<file path="src/rtl/l2_request_scheduler_pkg.sv">
// Shared LC-3b types for the L2 request scheduler: bus widths, FSM state and owner encodings.
// Imported by the scheduler interface, the grant selector and the scheduler top.
package lc3b_types;

  typedef logic [15:0]  lc3b_word;
  typedef logic [127:0] lc3b_l1_line;

  typedef enum logic [1:0] {IDLE, ISSUE, RESP} l2_sched_state_t;
  typedef enum logic [1:0] {OWN_NONE, OWN_I, OWN_D, OWN_PF} l2_owner_t;

  // Wide enough for the largest legal starvation limit (15).
  localparam int unsigned STARVE_CNT_W = 4;
  typedef logic [STARVE_CNT_W-1:0] starve_cnt_t;

endpackage

</file>
<file path="src/rtl/l2_request_scheduler_if.sv">
// L1-side and L2-side signals of the L2 request scheduler; pf_* exist only with PREFETCH_PORT_EN.
// master is the scheduler's view, slave is the view of the caches around it.
interface l2_request_scheduler_if;
  import lc3b_types::*;

  logic        icache_read;
  lc3b_word    icache_address;
  lc3b_l1_line icache_rdata;
  logic        icache_resp;

  logic        dcache_read;
  logic        dcache_write;
  lc3b_word    dcache_address;
  lc3b_l1_line dcache_wdata;
  lc3b_l1_line dcache_rdata;
  logic        dcache_resp;

`ifdef PREFETCH_PORT_EN
  logic        pf_read;
  lc3b_word    pf_address;
  lc3b_l1_line pf_rdata;
  logic        pf_resp;
`endif

  lc3b_word    l2cache_address;
  lc3b_l1_line l2cache_wdata;
  lc3b_l1_line l2cache_rdata;
  logic        l2_read;
  logic        l2_write;
  logic        l2_resp;

  modport master (
`ifdef PREFETCH_PORT_EN
    input  pf_read, pf_address,
    output pf_rdata, pf_resp,
`endif
    input  icache_read, icache_address,
    input  dcache_read, dcache_write, dcache_address, dcache_wdata,
    input  l2cache_rdata, l2_resp,
    output icache_rdata, icache_resp, dcache_rdata, dcache_resp,
    output l2cache_address, l2cache_wdata, l2_read, l2_write
  );

  modport slave (
`ifdef PREFETCH_PORT_EN
    output pf_read, pf_address,
    input  pf_rdata, pf_resp,
`endif
    output icache_read, icache_address,
    output dcache_read, dcache_write, dcache_address, dcache_wdata,
    output l2cache_rdata, l2_resp,
    input  icache_rdata, icache_resp, dcache_rdata, dcache_resp,
    input  l2cache_address, l2cache_wdata, l2_read, l2_write
  );

endinterface

</file>
<file path="src/rtl/l2_grant_select.sv">
// Combinational fixed-priority grant (dcache > icache > prefetch) with forced icache win on starvation.
// Prefetch decode exists only when PREFETCH_PORT_EN is defined.
module l2_grant_select
  import lc3b_types::*;
#(
  parameter int unsigned STARVE_LIMIT = 4
) (
  input  logic        icache_read,
  input  logic        dcache_read,
  input  logic        dcache_write,
`ifdef PREFETCH_PORT_EN
  input  logic        pf_read,
`endif
  input  starve_cnt_t starve_cnt,
  output l2_owner_t   owner,
  output logic        op_write
);

  logic dcache_req;
  logic icache_forced;

  // NOTE: every output of a combinational block gets a default first so no path infers a latch.
  always_comb begin
    dcache_req    = dcache_read | dcache_write;
    icache_forced = icache_read && (starve_cnt == starve_cnt_t'(STARVE_LIMIT));
    owner         = OWN_NONE;
    op_write      = 1'b0;
    if (dcache_req && !icache_forced) begin
      owner    = OWN_D;
      op_write = dcache_write;   // read+write together is a write
    end else if (icache_read) begin
      owner = OWN_I;
`ifdef PREFETCH_PORT_EN
    end else if (pf_read) begin
      owner = OWN_PF;
`endif
    end
  end

endmodule

</file>
<file path="src/rtl/l2_request_scheduler.sv">
// Shares the single L2 port between icache, dcache and (PREFETCH_PORT_EN) a prefetcher,
// one transaction at a time through an IDLE -> ISSUE -> RESP sequence with registered outputs.
module l2_request_scheduler
  import lc3b_types::*;
#(
  parameter int unsigned STARVE_LIMIT = 4
) (
  input logic                    clk,
  input logic                    rst_n,
  l2_request_scheduler_if.master bus
);

  l2_sched_state_t state;
  l2_owner_t       owner_q;
  l2_owner_t       grant_owner;
  logic            op_write_q;
  logic            grant_write;
  starve_cnt_t     starve_cnt;
  lc3b_l1_line     line_buf;
  lc3b_word        grant_address;

  l2_grant_select #(.STARVE_LIMIT(STARVE_LIMIT)) u_grant (
    .icache_read  (bus.icache_read),
    .dcache_read  (bus.dcache_read),
    .dcache_write (bus.dcache_write),
`ifdef PREFETCH_PORT_EN
    .pf_read      (bus.pf_read),
`endif
    .starve_cnt   (starve_cnt),
    .owner        (grant_owner),
    .op_write     (grant_write)
  );

  always_comb begin
    case (grant_owner)
      OWN_D:   grant_address = bus.dcache_address;
`ifdef PREFETCH_PORT_EN
      OWN_PF:  grant_address = bus.pf_address;
`endif
      default: grant_address = bus.icache_address;
    endcase
  end

  assign bus.icache_rdata = line_buf;
  assign bus.dcache_rdata = line_buf;
`ifdef PREFETCH_PORT_EN
  assign bus.pf_rdata     = line_buf;
`endif

  // NOTE: sequential state uses non-blocking assignments only, so every register sees pre-edge values.
  always_ff @(posedge clk or negedge rst_n) begin
    if (!rst_n) begin
      state               <= IDLE;
      owner_q             <= OWN_NONE;
      op_write_q          <= 1'b0;
      starve_cnt          <= '0;
      // NOTE: the line buffer is a plain register and is reset so rdata never shows stale lines.
      line_buf            <= '0;
      bus.l2cache_address <= '0;
      bus.l2cache_wdata   <= '0;
      bus.l2_read         <= 1'b0;
      bus.l2_write        <= 1'b0;
      bus.icache_resp     <= 1'b0;
      bus.dcache_resp     <= 1'b0;
`ifdef PREFETCH_PORT_EN
      bus.pf_resp         <= 1'b0;
`endif
    end else begin
      case (state)
        IDLE: begin
          if (grant_owner != OWN_NONE) begin
            owner_q             <= grant_owner;
            op_write_q          <= grant_write;
            bus.l2cache_address <= grant_address;
            if (grant_write) bus.l2cache_wdata <= bus.dcache_wdata;
            bus.l2_read         <= !grant_write;
            bus.l2_write        <= grant_write;
            if (grant_owner == OWN_I) begin
              starve_cnt <= '0;
            end else if (grant_owner == OWN_D && bus.icache_read &&
                         starve_cnt != starve_cnt_t'(STARVE_LIMIT)) begin
              starve_cnt <= starve_cnt + starve_cnt_t'(1);
            end
            state <= ISSUE;
          end
        end
        ISSUE: begin
          // The owner gets its pulse even if it dropped the request meanwhile.
          if (bus.l2_resp) begin
            if (!op_write_q) line_buf <= bus.l2cache_rdata;
            bus.l2_read     <= 1'b0;
            bus.l2_write    <= 1'b0;
            bus.icache_resp <= (owner_q == OWN_I);
            bus.dcache_resp <= (owner_q == OWN_D);
`ifdef PREFETCH_PORT_EN
            bus.pf_resp     <= (owner_q == OWN_PF);
`endif
            state <= RESP;
          end
        end
        RESP: begin
          bus.icache_resp <= 1'b0;
          bus.dcache_resp <= 1'b0;
`ifdef PREFETCH_PORT_EN
          bus.pf_resp     <= 1'b0;
`endif
          state <= IDLE;
        end
        default: state <= IDLE;
      endcase
    end
  end

endmodule

</file>
<file path="src/flat_wrapper.sv">
// flat-port wrapper written by rule: the top's interface ports become plain ports
module l2_request_scheduler_flat import lc3b_types::*;
#(
  parameter int unsigned STARVE_LIMIT = 4
)
  (clk, rst_n, bus_icache_read, bus_icache_address, bus_dcache_read, bus_dcache_write, bus_dcache_address, bus_dcache_wdata, bus_l2cache_rdata, bus_l2_resp, bus_icache_rdata, bus_icache_resp, bus_dcache_rdata, bus_dcache_resp, bus_l2cache_address, bus_l2cache_wdata, bus_l2_read, bus_l2_write);
  l2_request_scheduler_if bus_i ();
  input logic clk;
  input logic rst_n;
  input wire logic [$bits(bus_i.icache_read)-1:0] bus_icache_read;
  input wire logic [$bits(bus_i.icache_address)-1:0] bus_icache_address;
  input wire logic [$bits(bus_i.dcache_read)-1:0] bus_dcache_read;
  input wire logic [$bits(bus_i.dcache_write)-1:0] bus_dcache_write;
  input wire logic [$bits(bus_i.dcache_address)-1:0] bus_dcache_address;
  input wire logic [$bits(bus_i.dcache_wdata)-1:0] bus_dcache_wdata;
  input wire logic [$bits(bus_i.l2cache_rdata)-1:0] bus_l2cache_rdata;
  input wire logic [$bits(bus_i.l2_resp)-1:0] bus_l2_resp;
  output wire logic [$bits(bus_i.icache_rdata)-1:0] bus_icache_rdata;
  output wire logic [$bits(bus_i.icache_resp)-1:0] bus_icache_resp;
  output wire logic [$bits(bus_i.dcache_rdata)-1:0] bus_dcache_rdata;
  output wire logic [$bits(bus_i.dcache_resp)-1:0] bus_dcache_resp;
  output wire logic [$bits(bus_i.l2cache_address)-1:0] bus_l2cache_address;
  output wire logic [$bits(bus_i.l2cache_wdata)-1:0] bus_l2cache_wdata;
  output wire logic [$bits(bus_i.l2_read)-1:0] bus_l2_read;
  output wire logic [$bits(bus_i.l2_write)-1:0] bus_l2_write;
  assign bus_i.icache_read = bus_icache_read;
  assign bus_i.icache_address = bus_icache_address;
  assign bus_i.dcache_read = bus_dcache_read;
  assign bus_i.dcache_write = bus_dcache_write;
  assign bus_i.dcache_address = bus_dcache_address;
  assign bus_i.dcache_wdata = bus_dcache_wdata;
  assign bus_i.l2cache_rdata = bus_l2cache_rdata;
  assign bus_i.l2_resp = bus_l2_resp;
  assign bus_icache_rdata = bus_i.icache_rdata;
  assign bus_icache_resp = bus_i.icache_resp;
  assign bus_dcache_rdata = bus_i.dcache_rdata;
  assign bus_dcache_resp = bus_i.dcache_resp;
  assign bus_l2cache_address = bus_i.l2cache_address;
  assign bus_l2cache_wdata = bus_i.l2cache_wdata;
  assign bus_l2_read = bus_i.l2_read;
  assign bus_l2_write = bus_i.l2_write;
  l2_request_scheduler #(.STARVE_LIMIT(STARVE_LIMIT)) u_core (.clk(clk), .rst_n(rst_n), .bus(bus_i));
endmodule
</file>
<file path="config.mk">
export PLATFORM = sky130hd
export DESIGN_NAME = l2_request_scheduler_flat
export DESIGN_NICKNAME = d
export VERILOG_FILES = /design/src/rtl/l2_request_scheduler_pkg.sv /design/src/rtl/l2_request_scheduler_if.sv /design/src/rtl/l2_grant_select.sv /design/src/rtl/l2_request_scheduler.sv /design/src/flat_wrapper.sv
export SDC_FILE = /design/constraint.sdc
export NUM_CORES = 1
export LEC_CHECK = 0
export ABC_AREA = 1
export CAP_MARGIN = 20
export CORE_AREA = 2 2 270 272
export DETAILED_ROUTE_END_ITERATION = 6
export DIE_AREA = 0 0 272 274
export SYNTH_ARGS = -nofsm -noshare
export SYNTH_HDL_FRONTEND = slang
export SYNTH_HIERARCHICAL = 1
export SYNTH_SLANG_ARGS = --single-unit
export TNS_END_PERCENT = 1
</file>
<file path="constraint.sdc">
create_clock -name clk -period 3.8 [get_ports clk]
set_input_delay 0.76 -clock clk [delete_from_list [all_inputs] [get_ports clk]]
set_output_delay 0.76 -clock clk [all_outputs]
set_load 0.05 [all_outputs]
</file>
==> impl_metrics.csv <==
group,metric,value,unit
routing,drc,0,
grt,globalRouteTotalUtil,11.9,%
setup_path,cp_slowest_stage_delay,0.85,ns
job,drv_cap,0,
sta,worstMarginPinSlew,0.716,ns
clocking,htreeDepth,2,
routing,avgRoutedWirePerCell,15.9,µm
synthesis,synth_area_per_cell,8.91,µm²
placement,port_buffers,697,
floorplan,ios,698,
clocking,cts_resized,0,
setup_path,critical_path.cell_chain,"clkdlybuf4s50_1",
sta,fmax,380,MHz
grt,antenna_found_initial,1,
sta,finalHoldViolations,0,
finish,antennaDiodeCount,0,
synthesis,netlist_area,12600,µm²
synthesis,syn_nets,1711,
placement,gp_congestion,0.811,
routing,drtPass1Iterations,4,
clocking,cts_tree,"built",
clocking,insertion_delay,0.54,ns
grt,grt_first_pass_wirelength,69100,µm
grt,overflow,0,
setup_path,cp_top_family,"buffers and inverters",
synthesis,syn-instance-count,1415,
routing,totalWireLength,46900,µm
routing,viasPerCell,3.91,
sta,rsz0062_at_grt,"no",
floorplan,die_w,272,µm
setup_path,cp-end-kind,"output port",
finish,drive_gt1_share,5.14,%
synthesis,seq_area_frac_synth,56.6,%
clocking,cts.sinks,285,
floorplan,start_util,17.5,%
finish,finalNetCount,2254,
setup_path,path_buf_inv,1,
sta,finalSetupTns,0,ns
clocking,ctsHoldBuffers,0,
setup_path,start_kind,"register",
synthesis,ys_warn_count,6,
floorplan,die_area,74500,µm²
clocking,cts_root_buf,"clkbuf_16",
outcome,status,"completed",
setup_path,criticalPathCategory,"reg2out",
grt,grt_max_degree,131,
floorplan,coreArea,72000,µm²
sta,slew_headroom,52.3,%
synthesis,synth-seq-cells,285,
placement,hpwlAfterDp,34000,µm
clocking,clk_pin_slew,0.06,ns
sta,finalSetupViolations,0,
finish,area.growth.synth_to_final,65.1,%
setup_path,cp.required,3.04,ns
routing,drt_iter0_markers,589,
routing,vias,11500,
sta,clock-skew-final,0.0152,ns
setup_path,worstPathArrival,1.87,ns
sta,period_minus_slack,2.63,ns
setup_path,path_max_fanout,3,
floorplan,rows,99,
clocking,cts_made_buffers,36,
synthesis,synth.distinct_cells,22,
clocking,clockBufferDepth,3,
sta,finalCritPeriodShare,69.3,%
setup_path,cp_slowest_cell,"clkdlybuf4s50_1",
clocking,post_cts_buffers,0,
worst_hold_path,holdCritPathClass,"in2async",
grt,grt_pass1_vias,11400,
sta,drv_slew,0,
routing,antenna_left,0,
floorplan,die_y,274,µm
## area by class of cell
cell class	instances	area (µm²)
Inverter	18	72.6
Fill cell	7623	51200
Clock buffer	54	1110
Tap cell	959	1200
Timing Repair Buffer	725	7300
Clock inverter	12	158
Multi-Input combinational cell	892	3840
Sequential cell	285	7130
## per-layer routing
layer / track usage, % / vias to the layer above / share of wire [%]
li1: - / 5493 / -
met1: 13.6 / 5496 / 39
met2: 20.9 / 461 / 50
met3: 4.14 / 59 / 8.5
met4: 3.25 / 2 / 2.2
met5: 0 / - / 0.028
## logic make-up (layout without fill, tap and decap cells)
| family | count (synthesis) | after routing | synth area share, % |
|---|---|---|---|
| AND/OR/NAND/NOR | 864 | 864 | 28.8 |
| AO/OA/AOI/OAI | 25 | 25 | 1.24 |
| adder cells (fa/ha/maj) | 2 | 2 | 0.198 |
| XOR/XNOR | 1 | 1 | 0.0695 |
| flip-flops | 285 | 285 | 56.6 |
| buffers and inverters | 238 | 809 | 13.1 |
## state kept, by name, summed over array words and instances, names as in the netlist
| register | cells |
|---|---|
| u_core/bus.dcache_rdata | 128 |
| u_core/state | 2 |
| u_core/bus.l2_write | 1 |
| u_core/bus.l2cache_wdata | 128 |
| u_core/starve_cnt | 4 |
| u_core/bus.l2cache_address | 16 |
| u_core/op_write_q | 1 |
| u_core/bus.icache_resp | 1 |
| u_core/owner_q | 2 |
| u_core/bus.dcache_resp | 1 |
| u_core/bus.l2_read | 1 |
## cells in the final DEF, fill, tap and decap left out, drive strengths merged
| cell | count |
|---|---|
| nand2 | 552 |
| nor2 | 30 |
| clkinv | 8 |
| inv | 19 |
| a31oi | 16 |
| o21ai | 5 |
| dfrtp | 285 |
| xnor2 | 1 |
| ha | 2 |
| a21oi | 1 |
| buf | 29 |
| clkdlybuf4s50 | 696 |
| clkbuf | 54 |
| o31ai | 3 |
| nand3 | 280 |
| nand3b | 2 |
| bufinv | 3 |
## cell usage after synthesis (all sizes together)
cell type | instances | area share [%]
a21oi | 1 | 0.069
a31oi | 16 | 0.79
buf | 190 | 12
clkbuf | 30 | 0.89
dfrtp | 285 | 57
ha | 2 | 0.20
inv | 18 | 0.54
nand2 | 552 | 17
nand3 | 280 | 11
nand3b | 2 | 0.12
nor2 | 30 | 1.0
o21ai | 5 | 0.20
o31ai | 3 | 0.18
xnor2 | 1 | 0.069
## metrics by stage
stage                     cells  hold slack [ns]  setup slack [ns]  utilization, %  instance area [µm²]
after floorplan            1415            0.432              1.91               -                12600
after global placement     2879            0.442             0.842            27.2                19500
after detailed placement   2879            0.447             0.835            27.2                19500
after CTS                  2945            0.230              1.08            28.9                20800
after global routing       2945            0.262              1.09            28.9                20800
final                      2945            0.216              1.17            28.9                20800
## path summary, 6_finish.rpt
| kind | from | to | slack, ns | cells after the start |
|---|---|---|---|---|
| setup / recovery | u_core/bus.dcache_rdata[88] | bus_icache_rdata[88] | 1.17 | 1 |
| hold / removal | rst_n | u_core/bus.l2cache_wdata[103] | 0.22 | 1 |
| setup reg to reg | u_core/starve_cnt[2] | u_core/bus.l2cache_wdata[50] | 1.51 | 11 |
| hold reg to reg | u_core/owner_q[0] | u_core/bus.dcache_resp | 0.45 | 1 |
| max in group asynchronous | rst_n | u_core/bus.dcache_rdata[59] | 2.70 | 2 |
| min in group clk | u_core/owner_q[0] | u_core/bus.dcache_resp | 0.45 | 1 |
Power is not shown: default switching activity piles up to over one toggle a cycle in this logic, so the estimate is an artifact.
